**config.mk**
```make
export PLATFORM = sky130hd
export DESIGN_NAME = hazard_ctrl_unit_flat
export DESIGN_NICKNAME = d
export VERILOG_FILES = /design/src/rtl/hazard_pkg.sv /design/src/rtl/hazard_ctrl_unit_if.sv /design/src/rtl/hazard_perf_cnt.sv /design/src/rtl/hazard_ctrl_unit.sv /design/src/flat_wrapper.sv
export SDC_FILE = /design/constraint.sdc
export NUM_CORES = 1
export LEC_CHECK = 0
export CAP_MARGIN = 5
export CORE_MARGIN = 4
export CORE_UTILIZATION = 29
export CTS_BUF_LIST = sky130_fd_sc_hd__clkbuf_8
export CTS_CLUSTER_DIAMETER = 40
export DETAILED_ROUTE_END_ITERATION = 8
export PLACE_DENSITY = 0.82
export SETUP_SLACK_MARGIN = 0.4
export SYNTH_ARGS = -nofsm -noshare
export SYNTH_HDL_FRONTEND = slang
export SYNTH_HIERARCHICAL = 1
export SYNTH_SLANG_ARGS = --single-unit
```
**constraint.sdc**
```tcl
create_clock -name clk_i -period 2.2 [get_ports clk_i]
set_input_delay 0.44 -clock clk_i [delete_from_list [all_inputs] [get_ports clk_i]]
set_output_delay 0.44 -clock clk_i [all_outputs]
set_load 0.01 [all_outputs]
```
**src/rtl/hazard_pkg.sv**
```systemverilog
// Shared types and helpers for the pipeline hazard controller.
package hazard_pkg;

    localparam int CNT_LAT_W  = 4;
    localparam int ADDR_W_MAX = 8;

    typedef enum logic [1:0] {
        IDLE    = 2'd0,
        LDSTALL = 2'd1,
        MEMWAIT = 2'd2
    } haz_state_e;

    // r0 is hard-wired to zero, so a match on address 0 is never a real dependency.
    function automatic logic addr_hit(input logic [ADDR_W_MAX-1:0] a,
                                      input logic [ADDR_W_MAX-1:0] b);
        return (a == b) && (a != '0);
    endfunction

endpackage

```
**src/rtl/hazard_ctrl_unit_if.sv**
```systemverilog
// Pipeline-side signal bundle for hazard_ctrl_unit; master = pipeline, slave = hazard unit.
interface hazard_ctrl_unit_if #(
    parameter int REG_AW = 5,
    parameter int DATA_W = 32,
    parameter int CNT_W  = 16
);
    logic              id_ex_memread_i;
    logic              id_ex_regwrite_i;
    logic [REG_AW-1:0] id_ex_rd_i;
    logic              ex_mem_memread_i;
    logic [REG_AW-1:0] ex_mem_rd_i;
    logic [REG_AW-1:0] if_id_rs_i;
    logic [REG_AW-1:0] if_id_rt_i;
    logic              if_id_use_rt_i;
    logic              beq_i;
    logic              bne_i;
    logic              jump_i;
    logic [DATA_W-1:0] rs_data_i;
    logic [DATA_W-1:0] rt_data_i;
    logic              dmem_busy_i;
    logic              pc_write_o;
    logic              if_id_write_o;
    logic              ctrl_sel_o;
    logic              flush_o;
    logic              freeze_o;
    logic [CNT_W-1:0]  stall_cnt_o;
    logic [CNT_W-1:0]  flush_cnt_o;

    modport master (
        output id_ex_memread_i, id_ex_regwrite_i, id_ex_rd_i, ex_mem_memread_i, ex_mem_rd_i,
               if_id_rs_i, if_id_rt_i, if_id_use_rt_i, beq_i, bne_i, jump_i,
               rs_data_i, rt_data_i, dmem_busy_i,
        input  pc_write_o, if_id_write_o, ctrl_sel_o, flush_o, freeze_o,
               stall_cnt_o, flush_cnt_o
    );

    modport slave (
        input  id_ex_memread_i, id_ex_regwrite_i, id_ex_rd_i, ex_mem_memread_i, ex_mem_rd_i,
               if_id_rs_i, if_id_rt_i, if_id_use_rt_i, beq_i, bne_i, jump_i,
               rs_data_i, rt_data_i, dmem_busy_i,
        output pc_write_o, if_id_write_o, ctrl_sel_o, flush_o, freeze_o,
               stall_cnt_o, flush_cnt_o
    );

endinterface

```
**src/rtl/hazard_perf_cnt.sv**
```systemverilog
// Saturating event counter used for hazard performance statistics.
module hazard_perf_cnt #(
    parameter int CNT_W = 16
) (
    input  logic             i_clk,
    input  logic             i_rst_n,
    input  logic             i_inc,
    output logic [CNT_W-1:0] o_cnt
);

    logic [CNT_W-1:0] r_cnt;

    always_ff @(posedge i_clk) begin
        if (!i_rst_n) begin
            r_cnt <= '0;
        end else if (i_inc && (r_cnt != '1)) begin
            r_cnt <= r_cnt + CNT_W'(1);
        end
    end

    assign o_cnt = r_cnt;

endmodule

```
**src/rtl/hazard_ctrl_unit.sv**
```systemverilog
// Hazard controller for the 5-stage pipeline: load-use, branch-operand and dmem-busy handling.
// Optional performance counters are built when HAZ_PERF_CNT_EN is defined.
//
// state   | meaning
// IDLE    | no multi-cycle hazard pending
// LDSTALL | load-use stall in progress, r_cnt cycles remaining
// MEMWAIT | data memory busy; pipeline frozen, r_ret_state resumes afterwards
module hazard_ctrl_unit
    import hazard_pkg::*;
#(
    parameter int REG_AW   = 5,
    parameter int DATA_W   = 32,
    parameter int LOAD_LAT = 1,
    parameter int CNT_W    = 16
) (
    input  logic              clk_i,
    input  logic              rst_i,
    hazard_ctrl_unit_if.slave bus
);

    localparam bit LD_MULTI = (LOAD_LAT > 1);

    haz_state_e           r_state;
    haz_state_e           r_ret_state;
    logic [CNT_LAT_W-1:0] r_cnt;

    logic [REG_AW-1:0] w_id_ex_rd, w_ex_mem_rd, w_rs, w_rt;
    logic [DATA_W-1:0] w_rs_data, w_rt_data;
    logic w_rs_ex, w_rt_ex, w_rs_mem, w_rt_mem;
    logic w_lu, w_br, w_eq, w_tkn, w_freeze, w_stall;
    logic w_pc_write, w_if_id_write, w_ctrl_sel, w_flush, w_freeze_o;

    assign w_id_ex_rd  = bus.id_ex_rd_i;
    assign w_ex_mem_rd = bus.ex_mem_rd_i;
    assign w_rs        = bus.if_id_rs_i;
    assign w_rt        = bus.if_id_rt_i;
    assign w_rs_data   = bus.rs_data_i;
    assign w_rt_data   = bus.rt_data_i;

    assign w_rs_ex  = addr_hit(ADDR_W_MAX'(w_id_ex_rd), ADDR_W_MAX'(w_rs));
    assign w_rt_ex  = addr_hit(ADDR_W_MAX'(w_id_ex_rd), ADDR_W_MAX'(w_rt));
    assign w_rs_mem = addr_hit(ADDR_W_MAX'(w_ex_mem_rd), ADDR_W_MAX'(w_rs));
    assign w_rt_mem = addr_hit(ADDR_W_MAX'(w_ex_mem_rd), ADDR_W_MAX'(w_rt));

    assign w_lu  = bus.id_ex_memread_i & (w_rs_ex | (bus.if_id_use_rt_i & w_rt_ex));
    assign w_br  = (bus.beq_i | bus.bne_i)
                 & ((bus.id_ex_regwrite_i & (w_rs_ex | w_rt_ex))
                  | (bus.ex_mem_memread_i & (w_rs_mem | w_rt_mem)));
    assign w_eq  = (w_rs_data == w_rt_data);
    assign w_tkn = (bus.beq_i & w_eq) | (bus.bne_i & ~w_eq) | bus.jump_i;

    assign w_freeze = bus.dmem_busy_i | (r_state == MEMWAIT);
    assign w_stall  = w_lu | w_br | (r_state == LDSTALL);

    always_ff @(posedge clk_i) begin
        if (!rst_i) begin
            r_state     <= IDLE;
            r_ret_state <= IDLE;
            r_cnt       <= '0;
        end else begin
            case (r_state)
                IDLE: begin
                    if (bus.dmem_busy_i) begin
                        r_state     <= MEMWAIT;
                        r_ret_state <= IDLE;
                    end else if (w_lu && LD_MULTI) begin
                        r_state <= LDSTALL;
                        r_cnt   <= CNT_LAT_W'(LOAD_LAT - 1);
                    end
                end
                LDSTALL: begin
                    // A busy memory suspends the countdown; r_cnt resumes where it left off.
                    if (bus.dmem_busy_i) begin
                        r_state     <= MEMWAIT;
                        r_ret_state <= LDSTALL;
                    end else begin
                        if (r_cnt == CNT_LAT_W'(1)) r_state <= IDLE;
                        r_cnt <= r_cnt - CNT_LAT_W'(1);
                    end
                end
                MEMWAIT: begin
                    if (!bus.dmem_busy_i) r_state <= r_ret_state;
                end
                default: r_state <= IDLE;
            endcase
        end
    end

    always_comb begin
        w_pc_write    = 1'b0;
        w_if_id_write = 1'b0;
        w_ctrl_sel    = 1'b0;
        w_flush       = 1'b0;
        w_freeze_o    = 1'b0;
        if (rst_i) begin
            if (w_freeze) begin
                w_freeze_o = 1'b1;
                w_ctrl_sel = 1'b1;
            end else if (!w_stall) begin
                w_pc_write    = 1'b1;
                w_if_id_write = 1'b1;
                w_ctrl_sel    = 1'b1;
                w_flush       = w_tkn;
            end
        end
    end

    assign bus.pc_write_o    = w_pc_write;
    assign bus.if_id_write_o = w_if_id_write;
    assign bus.ctrl_sel_o    = w_ctrl_sel;
    assign bus.flush_o       = w_flush;
    assign bus.freeze_o      = w_freeze_o;

`ifdef HAZ_PERF_CNT_EN
    logic w_stall_evt;
    assign w_stall_evt = rst_i & (w_freeze | w_stall);

    hazard_perf_cnt #(.CNT_W(CNT_W)) u_stall_cnt (
        .i_clk   (clk_i),
        .i_rst_n (rst_i),
        .i_inc   (w_stall_evt),
        .o_cnt   (bus.stall_cnt_o)
    );

    hazard_perf_cnt #(.CNT_W(CNT_W)) u_flush_cnt (
        .i_clk   (clk_i),
        .i_rst_n (rst_i),
        .i_inc   (w_flush),
        .o_cnt   (bus.flush_cnt_o)
    );
`else
    assign bus.stall_cnt_o = {CNT_W{1'b0}};
    assign bus.flush_cnt_o = {CNT_W{1'b0}};
`endif

endmodule

```
**src/flat_wrapper.sv**
```systemverilog
// flat-port wrapper written by rule: the top's interface ports become plain ports
module hazard_ctrl_unit_flat import hazard_pkg::*;
#(
    parameter int REG_AW   = 5,
    parameter int DATA_W   = 32,
    parameter int LOAD_LAT = 1,
    parameter int CNT_W    = 16
)
  (clk_i, rst_i, bus_id_ex_memread_i, bus_id_ex_regwrite_i, bus_id_ex_rd_i, bus_ex_mem_memread_i, bus_ex_mem_rd_i, bus_if_id_rs_i, bus_if_id_rt_i, bus_if_id_use_rt_i, bus_beq_i, bus_bne_i, bus_jump_i, bus_rs_data_i, bus_rt_data_i, bus_dmem_busy_i, bus_pc_write_o, bus_if_id_write_o, bus_ctrl_sel_o, bus_flush_o, bus_freeze_o, bus_stall_cnt_o, bus_flush_cnt_o);
  hazard_ctrl_unit_if #(.REG_AW(REG_AW), .DATA_W(DATA_W), .CNT_W(CNT_W)) bus_i ();
  input  logic clk_i;
  input  logic rst_i;
  input wire logic [$bits(bus_i.id_ex_memread_i)-1:0] bus_id_ex_memread_i;
  input wire logic [$bits(bus_i.id_ex_regwrite_i)-1:0] bus_id_ex_regwrite_i;
  input wire logic [$bits(bus_i.id_ex_rd_i)-1:0] bus_id_ex_rd_i;
  input wire logic [$bits(bus_i.ex_mem_memread_i)-1:0] bus_ex_mem_memread_i;
  input wire logic [$bits(bus_i.ex_mem_rd_i)-1:0] bus_ex_mem_rd_i;
  input wire logic [$bits(bus_i.if_id_rs_i)-1:0] bus_if_id_rs_i;
  input wire logic [$bits(bus_i.if_id_rt_i)-1:0] bus_if_id_rt_i;
  input wire logic [$bits(bus_i.if_id_use_rt_i)-1:0] bus_if_id_use_rt_i;
  input wire logic [$bits(bus_i.beq_i)-1:0] bus_beq_i;
  input wire logic [$bits(bus_i.bne_i)-1:0] bus_bne_i;
  input wire logic [$bits(bus_i.jump_i)-1:0] bus_jump_i;
  input wire logic [$bits(bus_i.rs_data_i)-1:0] bus_rs_data_i;
  input wire logic [$bits(bus_i.rt_data_i)-1:0] bus_rt_data_i;
  input wire logic [$bits(bus_i.dmem_busy_i)-1:0] bus_dmem_busy_i;
  output wire logic [$bits(bus_i.pc_write_o)-1:0] bus_pc_write_o;
  output wire logic [$bits(bus_i.if_id_write_o)-1:0] bus_if_id_write_o;
  output wire logic [$bits(bus_i.ctrl_sel_o)-1:0] bus_ctrl_sel_o;
  output wire logic [$bits(bus_i.flush_o)-1:0] bus_flush_o;
  output wire logic [$bits(bus_i.freeze_o)-1:0] bus_freeze_o;
  output wire logic [$bits(bus_i.stall_cnt_o)-1:0] bus_stall_cnt_o;
  output wire logic [$bits(bus_i.flush_cnt_o)-1:0] bus_flush_cnt_o;
  assign bus_i.id_ex_memread_i = bus_id_ex_memread_i;
  assign bus_i.id_ex_regwrite_i = bus_id_ex_regwrite_i;
  assign bus_i.id_ex_rd_i = bus_id_ex_rd_i;
  assign bus_i.ex_mem_memread_i = bus_ex_mem_memread_i;
  assign bus_i.ex_mem_rd_i = bus_ex_mem_rd_i;
  assign bus_i.if_id_rs_i = bus_if_id_rs_i;
  assign bus_i.if_id_rt_i = bus_if_id_rt_i;
  assign bus_i.if_id_use_rt_i = bus_if_id_use_rt_i;
  assign bus_i.beq_i = bus_beq_i;
  assign bus_i.bne_i = bus_bne_i;
  assign bus_i.jump_i = bus_jump_i;
  assign bus_i.rs_data_i = bus_rs_data_i;
  assign bus_i.rt_data_i = bus_rt_data_i;
  assign bus_i.dmem_busy_i = bus_dmem_busy_i;
  assign bus_pc_write_o = bus_i.pc_write_o;
  assign bus_if_id_write_o = bus_i.if_id_write_o;
  assign bus_ctrl_sel_o = bus_i.ctrl_sel_o;
  assign bus_flush_o = bus_i.flush_o;
  assign bus_freeze_o = bus_i.freeze_o;
  assign bus_stall_cnt_o = bus_i.stall_cnt_o;
  assign bus_flush_cnt_o = bus_i.flush_cnt_o;
  hazard_ctrl_unit #(.REG_AW(REG_AW), .DATA_W(DATA_W), .LOAD_LAT(LOAD_LAT), .CNT_W(CNT_W)) u_core (.clk_i(clk_i), .rst_i(rst_i), .bus(bus_i));
endmodule
```
==> impl_results.rst <==
.. list-table::
   :header-rows: 1

   * - Metric
     - Value
   * - Run status
     - finished, violations left
   * - Failing checks
     - negative setup slack
   * - Number of H-tree levels
     - 1
   * - VDD IR max
     - approximately 390 uV
   * - Clock edge transition at the registers on the reported setup and hold paths
     - 0.04 ns
   * - Distinct cells, synth
     - 30
   * - Switching part of the total power
     - 0.3232
   * - Largest stage delay on the critical path
     - 0.29 ns
   * - Cell with the biggest individual delay on the critical path
     - nor4_2
   * - Count of endpoints failing hold in the final timing report
     - 0
   * - Clock tree from TritonCTS
     - built
   * - I/O pin count
     - 131
   * - Number of maximum-capacitance violations
     - 0
   * - Combinational power share
     - 0.548
   * - Final weighted congestion of routability-driven global placement
     - 0.8622
   * - Crit path arrival time
     - 1.85 ns
   * - Sequential area share after synthesis
     - 0.1121
   * - Antenna diode count
     - 0
   * - Final setup skew
     - 0.0001436 ns
   * - Half-perimeter wire length after detailed placement
     - 3526 um
   * - Summed instance area of the synthesized netlist
     - 1250 um^2
   * - Number of antenna violations at the first check in global routing
     - 0
   * - Highest Clock Rate
     - 0.4357 GHz
   * - Clk root buf
     - clkbuf_8
   * - Count of clock tree sinks
     - 7
   * - Register share of total power
     - 0.192
   * - Share of total power in the clock network
     - 0.260
   * - Per-instance average area after synthesis
     - approximately 8.0 um^2
   * - ANT nets after route
     - 0
   * - Pin count of the biggest net entering global routing
     - 6
   * - Net switching power of the design
     - 217.7 uW
   * - Commonest non-fill, non-tap cells in the layout
     - xor2_1 (37), buf_2 (34), conb_1 (32)
   * - Pwr Total
     - ~670 uW
   * - DR vias
     - 1404
   * - Total grt overflow
     - 0
   * - Cell area power density
     - 281.0 nW/um^2
   * - Initial Utilization
     - 0.3059
   * - Fraction of final layout cells sized beyond drive strength 1
     - 0.3538
   * - Setup slack of the critical path after layout
     - -0.09494 ns
   * - RSZ-0062 raised after global routing
     - yes
   * - Origin of the worst min-delay path
     - u_core/r_state[1]
   * - Worst skew pair latency
     - 0.22 ns
   * - Final-layout worst hold slack
     - 0.4818 ns
   * - Number of remaining DRC errors
     - 0
   * - Min-delay worst type
     - reg2reg
   * - Post-synthesis register bit count
     - 7
   * - Tot GR Track Use
     - 0.1429
   * - Critical Path Fanout Max
     - 1
   * - Number of cell rows
     - 23
   * - Number of synthesized flops with an enable pin
     - 0
   * - Die Outline Area
     - 5424 um^2
   * - Share of flip-flops with an asynchronous set or reset
     - 0
   * - Vias in the first global route
     - around 1500
   * - Critical Path Start
     - bus_rs_data_i[6]
   * - Net count reported at finish
     - 374
   * - CP Data Required Time
     - 1.76 ns
   * - 1st-iter DRT viols
     - 13
   * - Count of final setup violators
     - 1
   * - Critical path buffers and inverters
     - 2
   * - Cell type group with the largest total delay on the critical path
     - simple AND/OR/NAND/NOR gates
   * - Area of the core
     - 4086 um^2
   * - Instance count of the mapped netlist
     - 157
   * - Area added between synthesis and finish
     - 91.79%
   * - Final non-filler cell total
     - 327
   * - Worst Setup Start Kind
     - input port
   * - Commonest non-fill, non-tap cell in the layout
     - xor2_1
   * - Detailed Route WL
     - approximately 4000 um
   * - Crit-path cells
     - clkdlybuf4s15_2 -> xor2_1 -> nor4_2 -> nand4_1 -> nor2_2 -> mux2i_1 -> a211oi_2 -> buf_2
   * - I/O Buffers
     - between 90 and 100
   * - Int Pwr
     - ~460 uW
   * - Maximum number of buffers from clock root to sink
     - 2
   * - Slew Limit Fails
     - 0
   * - Number of buffers created by CTS
     - 3
   * - Share of the clock period used by the worst path
     - 1.043
   * - Pre-antenna DRT Iters
     - 4
   * - Shortest period the worst path allows
     - between 2 and 2.5 ns
   * - Die W
     - 73.65 um
   * - Endpoint kind of the worst setup timing path
     - primary output
   * - Worst flop-to-flop path startpoint
     - u_core/r_state[1]
   * - Number of cells in the design after placement
     - approximately 320
   * - P_leak
     - 1.109 nW
   * - Commonest register cell after synthesis
     - dfxtp_1
   * - Via count normalized by instance count
     - between 4 and 5
   * - Count of yosys warnings during synthesis
     - 6
   * - Crit Path Class
     - in2out
   * - Wire length of the first global-routing pass
     - just over 6000 um
   * - Hold-fix buffers, CTS
     - 0
   * - Wire length per cell after detailed routing
     - around 13 um
   * - Vertical extent of the die
     - 73.65 um
through the flow:
step	instance area (um^2)	utilization	TNS, ns	setup slack (ns)
after floorplan	1385	-	0	0.2562
after global placement	2305	0.5640	-2.827	-0.8563
after detailed placement	2305	0.5640	-2.922	-0.9494
after CTS	2346	0.5741	-0.1246	-0.07451
after global routing	2397	0.5867	-0.3359	-0.2285
final	2397	0.5867	-0.09494	-0.09494
power by group through the flow:
stage / Clock, mW / Sequential [mW] / Combinational (mW)
floorplan: 0 / 0.131 / 0.170
global placement: 0 / 0.131 / 0.360
detailed placement: 0 / 0.132 / 0.366
CTS: 0.179 / 0.129 / 0.352
global route: 0.187 / 0.130 / 0.402
finish: 0.175 / 0.129 / 0.369
cell type report:
| class | count | area (um^2) |
|---|---|---|
| Clock inverter | 1 | 3.754 |
| Timing Repair Buffer | 119 | 979.7 |
| Multi-Input combinational cell | 144 | 1159 |
| Inverter | 3 | 11.26 |
| Clock buffer | 3 | 41.29 |
| Fill cell | 378 | 1689 |
| Tap cell | 50 | 62.56 |
| Sequential cell | 7 | 140.1 |
kinds of logic (layout without fill, tap and decap cells):
kind of cell,count (synthesis),after routing,share of synthesized area
AO/OA/AOI/OAI,15,15,0.08408
other,1,32,0.003000
XOR/XNOR,55,55,0.3854
flip-flops,7,7,0.1121
buffers and inverters,37,126,0.2102
AND/OR/NAND/NOR,38,38,0.1692
adder cells (fa/ha/maj),2,2,0.02002
multiplexers,2,2,0.01602
Yosys cell counts (all sizes together) (3+ instances only):
| master | n | area share |
|---|---|---|
| buf | 33 | 0.20 |
| nor2 | 4 | 0.012 |
| nor2b | 3 | 0.015 |
| xnor2 | 18 | 0.13 |
| a21oi | 4 | 0.016 |
| nor4 | 8 | 0.040 |
| nand3 | 3 | 0.012 |
| inv | 3 | 0.0090 |
| xor2 | 37 | 0.26 |
| and2 | 3 | 0.015 |
| dfxtp | 7 | 0.11 |
| nor3 | 3 | 0.012 |
| nand2 | 7 | 0.021 |
what timing repair did:
item                                    in CTS  in global routing
resized for setup                          261                 16
pin swaps                                   63                 22
endpoints found under the setup margin       5                  4
buffers inserted                             4                  0
state kept, by name, indices dropped and copies added (netlist names):
name                count
u_core/r_cnt            4
u_core/r_ret_state      1
u_core/r_state          2
layer usage:
metal / track usage / vias up / routed length (um)
met1: 0.1402 / 626 / 1259
met4: 0.01811 / 0 / 4
met3: 0.03830 / 2 / 554
met5: 0 / - / 0
met2: 0.2963 / 73 / 2298
li1: - / 703 / -
final timing paths:
check | depth (start not counted) | slack, ns | endpoint
setup / recovery | 8 | -0.09 | bus_flush_o
hold / removal | 1 | 0.48 | u_core/r_state[1]
setup reg to reg | 6 | 0.77 | u_core/r_cnt[2]
hold reg to reg | 1 | 0.48 | u_core/r_state[1]
Power figures use the tool's default switching activity.
